$ cat src/rtl/fault_reporter.sv
// fault_reporter: debounces a per-measurement fault level into a confirmed
// fault, counts confirmations and sends a "FIM\n" report over a UART 8N1 line
// for every new confirmation.
//
// state     | meaning
// ----------+--------------------------------------------------------------
// IDLE      | no confirmed fault; run counter counts consecutive faulty ticks
// CONFIRMED | fault confirmed; run counter counts consecutive clean ticks
// TX_IDLE   | line idle high, waiting for a request or a pending report
// START     | start bit (low) for one bit period
// DATA      | 8 data bits, LSB first, one bit period each
// STOP      | stop bit (high) for one bit period
// NEXT      | single cycle: advance to the next byte or finish the report
module fault_reporter #(
    parameter int CLKS_PER_BIT = 434,
    parameter int CONFIRM_CNT  = 3,
    parameter int CLEAR_CNT    = 3
) (
    input  logic       clk_50M,
    input  logic       rst,
    input  logic       fault_in,
    input  logic       meas_tick,
    output logic       tx,
    output logic       fault_led,
    output logic       busy,
    output logic [7:0] fault_count
);

    localparam int RUN_MAX = (CONFIRM_CNT > CLEAR_CNT) ? CONFIRM_CNT : CLEAR_CNT;
    localparam int RUN_W   = (RUN_MAX > 1) ? $clog2(RUN_MAX) : 1;
    localparam int BAUD_W  = (CLKS_PER_BIT > 1) ? $clog2(CLKS_PER_BIT) : 1;

    localparam logic [RUN_W-1:0]  CONFIRM_LAST = RUN_W'(CONFIRM_CNT - 1);
    localparam logic [RUN_W-1:0]  CLEAR_LAST   = RUN_W'(CLEAR_CNT - 1);
    localparam logic [BAUD_W-1:0] BAUD_LOAD    = BAUD_W'(CLKS_PER_BIT - 1);

    typedef enum logic {
        IDLE,
        CONFIRMED
    } det_state_t;

    typedef enum logic [2:0] {
        TX_IDLE,
        START,
        DATA,
        STOP,
        NEXT
    } tx_state_t;

    det_state_t        det_state, det_state_n;
    logic [RUN_W-1:0]  run_cnt, run_cnt_n;
    logic              confirm;

    tx_state_t         tx_state, tx_state_n;
    logic [BAUD_W-1:0] baud_cnt, baud_cnt_n;
    logic [2:0]        bit_idx, bit_idx_n;
    logic [1:0]        byte_idx, byte_idx_n;
    logic              pending, pending_n;
    logic              tx_n;
    logic [7:0]        cur_byte;

    // Detector next state: count consecutive ticks that disagree with the current state.
    always_comb begin
        det_state_n = det_state;
        run_cnt_n   = run_cnt;
        confirm     = 1'b0;
        if (meas_tick) begin
            case (det_state)
                IDLE: begin
                    if (fault_in) begin
                        if (run_cnt == CONFIRM_LAST) begin
                            det_state_n = CONFIRMED;
                            run_cnt_n   = '0;
                            confirm     = 1'b1;
                        end else begin
                            run_cnt_n = run_cnt + RUN_W'(1);
                        end
                    end else begin
                        run_cnt_n = '0;
                    end
                end
                CONFIRMED: begin
                    if (!fault_in) begin
                        if (run_cnt == CLEAR_LAST) begin
                            det_state_n = IDLE;
                            run_cnt_n   = '0;
                        end else begin
                            run_cnt_n = run_cnt + RUN_W'(1);
                        end
                    end else begin
                        run_cnt_n = '0;
                    end
                end
                default: begin
                    det_state_n = IDLE;
                    run_cnt_n   = '0;
                end
            endcase
        end
    end

    // Report text lookup, indexed by the byte currently being sent.
    always_comb begin
        cur_byte = 8'h46;
        case (byte_idx)
            2'd0:    cur_byte = 8'h46;
            2'd1:    cur_byte = 8'h49;
            2'd2:    cur_byte = 8'h4D;
            default: cur_byte = 8'h0A;
        endcase
    end

    // Transmitter next state; the next line level is computed here so tx leaves a flop.
    always_comb begin
        tx_state_n = tx_state;
        baud_cnt_n = baud_cnt;
        bit_idx_n  = bit_idx;
        byte_idx_n = byte_idx;
        pending_n  = pending;
        tx_n       = tx;
        case (tx_state)
            TX_IDLE: begin
                tx_n = 1'b1;
                if (confirm || pending) begin
                    tx_state_n = START;
                    baud_cnt_n = BAUD_LOAD;
                    bit_idx_n  = '0;
                    byte_idx_n = '0;
                    pending_n  = 1'b0;
                    tx_n       = 1'b0;
                end
            end
            START: begin
                if (baud_cnt == '0) begin
                    tx_state_n = DATA;
                    baud_cnt_n = BAUD_LOAD;
                    bit_idx_n  = '0;
                    tx_n       = cur_byte[0];
                end else begin
                    baud_cnt_n = baud_cnt - BAUD_W'(1);
                end
            end
            DATA: begin
                if (baud_cnt == '0) begin
                    baud_cnt_n = BAUD_LOAD;
                    if (bit_idx == 3'd7) begin
                        tx_state_n = STOP;
                        tx_n       = 1'b1;
                    end else begin
                        bit_idx_n = bit_idx + 3'd1;
                        tx_n      = cur_byte[bit_idx + 3'd1];
                    end
                end else begin
                    baud_cnt_n = baud_cnt - BAUD_W'(1);
                end
            end
            STOP: begin
                tx_n = 1'b1;
                if (baud_cnt == '0) begin
                    tx_state_n = NEXT;
                end else begin
                    baud_cnt_n = baud_cnt - BAUD_W'(1);
                end
            end
            NEXT: begin
                if (byte_idx == 2'd3) begin
                    tx_state_n = TX_IDLE;
                    byte_idx_n = '0;
                    tx_n       = 1'b1;
                end else begin
                    tx_state_n = START;
                    byte_idx_n = byte_idx + 2'd1;
                    baud_cnt_n = BAUD_LOAD;
                    tx_n       = 1'b0;
                end
            end
            default: begin
                tx_state_n = TX_IDLE;
                tx_n       = 1'b1;
            end
        endcase
        // A request that cannot start now is remembered once; extra ones are dropped.
        if (confirm && (tx_state != TX_IDLE) && !pending) begin
            pending_n = 1'b1;
        end
    end

    // State, counters and registered outputs.
    always_ff @(posedge clk_50M or posedge rst) begin
        if (rst) begin
            det_state   <= IDLE;
            run_cnt     <= '0;
            fault_led   <= 1'b0;
            fault_count <= '0;
            tx_state    <= TX_IDLE;
            baud_cnt    <= '0;
            bit_idx     <= '0;
            byte_idx    <= '0;
            pending     <= 1'b0;
            tx          <= 1'b1;
            busy        <= 1'b0;
        end else begin
            det_state <= det_state_n;
            run_cnt   <= run_cnt_n;
            fault_led <= (det_state_n == CONFIRMED);
            if (confirm && (fault_count != 8'hFF)) begin
                fault_count <= fault_count + 8'd1;
            end
            tx_state <= tx_state_n;
            baud_cnt <= baud_cnt_n;
            bit_idx  <= bit_idx_n;
            byte_idx <= byte_idx_n;
            pending  <= pending_n;
            tx       <= tx_n;
            busy     <= (tx_state_n != TX_IDLE);
        end
    end

endmodule
$ cat config.mk
export PLATFORM = sky130hd
export DESIGN_NAME = fault_reporter
export DESIGN_NICKNAME = d
export VERILOG_FILES = /design/src/rtl/fault_reporter.sv
export SDC_FILE = /design/constraint.sdc
export NUM_CORES = 1
export LEC_CHECK = 0
export BUFFER_PORTS_ARGS = -buffer_cell sky130_fd_sc_hd__buf_2
export CORE_MARGIN = 2
export CORE_UTILIZATION = 58
export CTS_CLUSTER_SIZE = 40
export DETAILED_ROUTE_END_ITERATION = 16
export MAX_ROUTING_LAYER = met4
export PLACE_DENSITY = 0.78
export SLEW_MARGIN = 20
export SYNTH_ARGS = -nofsm -noshare
export SYNTH_HDL_FRONTEND = slang
export SYNTH_SLANG_ARGS = --single-unit
$ cat constraint.sdc
create_clock -name clk_50M -period 2.69 [get_ports clk_50M]
set_input_delay 0.269 -clock clk_50M [delete_from_list [all_inputs] [get_ports clk_50M]]
set_output_delay 0.269 -clock clk_50M [all_outputs]
set_load 0.05 [all_outputs]
==> results.sh <==
export IMPL_status="finished, final reports clean"
export IMPL_path_cells="inv_1 -> ha_1 -> or4b_2 -> o31a_1 -> o21a_4 -> and3_1 -> a221o_1"
export IMPL_synth_nets=184
export IMPL_syn_to_final_growth_pct=9.08
export IMPL_final_common_cell="dfrtp_1"
export IMPL_die_height_um=58.3
export IMPL_grt_pass1_wl_um=5710
export IMPL_die_area_um2=3390
export IMPL_cts_sinks=31
export IMPL_maxCapViolations=0
export IMPL_cts_root_buf="clkbuf_4"
export IMPL_ys_ff_latch=31
export IMPL_critical_path_arrival_ns=2.67
export IMPL_clock_fmax_ghz=0.408
export IMPL_critPathMaxFanout=7
export IMPL_p_leak_nw=0.944
export IMPL_worst_slew_pin_slew_ns=0.629
export IMPL_grt_overflow_total=0
export IMPL_hpwl_um=2400
export IMPL_final_setup_tns_ns=0
export IMPL_synthFlopType="dfrtp_1"
export IMPL_syn_area_per_cell_um2=9.82
export IMPL_vdd_drop_max_uv=620
export IMPL_ioPinCount=15
export IMPL_grt_pass1_vias=1302
export IMPL_slew_violations=0
export IMPL_hold_start="meas_tick"
export IMPL_worst_path_max_delay_cell="or4b_2"
export IMPL_setup_ws_ns=0.241
export IMPL_crit_path_max_incr_delay_ns=0.66
export IMPL_drt_first_pass_iters=4
export IMPL_wirelength_um=3300
export IMPL_hold_class="in -> reg"
export IMPL_via_per_inst=6.19
export IMPL_start_kind="flip-flop"
export IMPL_start_util=0.614
export IMPL_routedWlPerCell_um=14.8
export IMPL_hold_end="run_cnt[0]"
export IMPL_drive_gt1_frac=0.146
export IMPL_die_w_um=58.3
export IMPL_required_ns=2.91
export IMPL_cp_startpoint="baud_cnt[0]"
export IMPL_clk_pin_slew_worst_paths_ns=0.10
export IMPL_grt_max_degree=32
export IMPL_end_kind="flip-flop"
export IMPL_synthArstFlopShare=1.00
export IMPL_grt_use_total=0.232
export IMPL_drc=0
export IMPL_core_rowCount=19
export IMPL_antenna_cells_inserted=0
export IMPL_gp_congestion=0.821
export IMPL_hold_depth=2
export IMPL_crit_type="reg -> reg"
export IMPL_core_area_um2=2780
export IMPL_pre_cts_ws_ns=0.232
export IMPL_syn_inst=174
export IMPL_r2r_cells=7
export IMPL_synth_area_um2=1710
export IMPL_r2r_start="baud_cnt[0]"
export IMPL_port_buffer_count=14
export IMPL_max_slew_margin_rel=0.577
export IMPL_drt_iter0_drc=78
export IMPL_tritoncts="built"
export IMPL_synth_edf_count=0
export IMPL_ys_types=46
export IMPL_final_cell_mix="dfrtp_1, buf_2, inv_1, nor2_1, nand2_1"
export IMPL_ys_seq_area_frac=0.455
export IMPL_rsz0062_at_grt="false"
export IMPL_fin_nets=201
export IMPL_powerDensity_nw_per_um2=561
export IMPL_r2r_end="baud_cnt[3]"
export IMPL_period_share=0.911
export IMPL_period_needed_ns=2.45
export IMPL_ant_nets=0
export IMPL_yosys_warnings=0
export IMPL_finalHoldViolCount=0
export IMPL_finClkSkew_ns=0.00821
export IMPL_r2r_slack_ns=0.24
export IMPL_vias=1380
export IMPL_setup_violations_final=0
export IMPL_antenna_found_initial=0
export IMPL_h_tree_depth=2
export IMPL_worstSkewPairLatency_ns=0.34
export IMPL_cts_buffers=5
export IMPL_cts_path_max_buffers=2
where the power goes:
part | switching [mW] | total [mW] | internal, mW
Clock | 0.160 | 0.287 | 0.126
Sequential | 0.0407 | 0.550 | 0.509
Combinational | 0.145 | 0.209 | 0.0642
critical path: cells and delay by family, from the launching register on:
kind                     cells  cell delay (ns)
AND/OR/NAND/NOR              2             0.83
AO/OA/AOI/OAI                3             0.79
flip-flops                   1             0.39
adder cells (fa/ha/maj)      1             0.22
buffers and inverters        1             0.11
how the worst max path moves through the flow:
stage	to	depth (start not counted)
5_1_grt	baud_cnt[3]	7
6_report	baud_cnt[3]	7
2_1_floorplan	baud_cnt[3]	7
3_5_place_dp	baud_cnt[2]	7
3_3_place_gp	baud_cnt[3]	7
4_1_cts	baud_cnt[2]	7
cells in the mapped netlist (2+ instances only):
master / n / area (um2)
mux2i_1: 6 / 60.1
a21oi_1: 3 / 15.0
xor2_1: 4 / 35.0
nand2_1: 13 / 48.8
mux2_2: 3 / 33.8
clkbuf_1: 4 / 15.0
o41ai_1: 2 / 17.5
o31ai_1: 5 / 37.5
nor2_1: 13 / 48.8
nand3_1: 3 / 15.0
nor4_1: 4 / 25.0
inv_1: 13 / 48.8
o21ai_0: 11 / 55.1
nand4_1: 5 / 31.3
ha_1: 6 / 75.1
xnor2_1: 6 / 52.6
a32o_1: 2 / 20.0
and3_1: 3 / 18.8
dfrtp_1: 30 / 751
nor2b_1: 2 / 12.5
nor3_1: 7 / 35.0
a31oi_1: 3 / 18.8
a22o_1: 2 / 17.5
o31a_1: 2 / 17.5
sequential cells by signal, summed over array words and instances (netlist names), named ones only:
name,cells
baud_cnt,9
fault_count,8
bit_idx,3
tx_state,3
byte_idx,2
run_cnt,2
busy,1
pending,1
tx,1
kinds of logic after synthesis:
| family | Yosys count | synth area share |
|---|---|---|
| adder cells (fa/ha/maj) | 6 | 0.0440 |
| AND/OR/NAND/NOR | 58 | 0.175 |
| multiplexers | 9 | 0.0549 |
| buffers and inverters | 19 | 0.0469 |
| AO/OA/AOI/OAI | 41 | 0.173 |
| flip-flops | 31 | 0.455 |
| XOR/XNOR | 10 | 0.0513 |
through the flow:
step	hold WS (ns)	power (mW)	std cells	utilization	instance area [um2]
6_report	0.128	1.05	223	0.670	1860
5_1_grt	0.133	1.10	223	0.670	1860
4_1_cts	0.117	1.06	223	0.670	1860
3_5_place_dp	0.380	0.771	214	0.645	1790
3_3_place_gp	0.358	0.761	214	0.645	1790
2_1_floorplan	0.359	0.717	174	-	1710
final cells by class:
| cell class | count | area [um2] |
|---|---|---|
| clock buffers | 7 | 55.1 |
| clock inverters | 1 | 5.00 |
| fillers | 219 | 918 |
| inverters | 13 | 48.8 |
| multi-input cells | 124 | 851 |
| flip-flops and latches | 31 | 777 |
| well taps | 31 | 38.8 |
| repair buffers | 16 | 87.6 |
per-layer routing:
layer  wire length, um  GRT usage  vias up
met3               147     0.0491        7
met1              1490      0.305      660
li1                  -          -      673
met2              1590      0.332       40
met5                 0          -        -
met4                71      0.130        0
timing repair:
action	4_1_cts	5_1_grt
resized for setup	0	1
hold buffers	1	0
setup buffers	0	0
endpoints found under the hold margin	9	0
setup endpoints to repair	0	1
No activity file was read; power rests on OpenSTA's default activity.
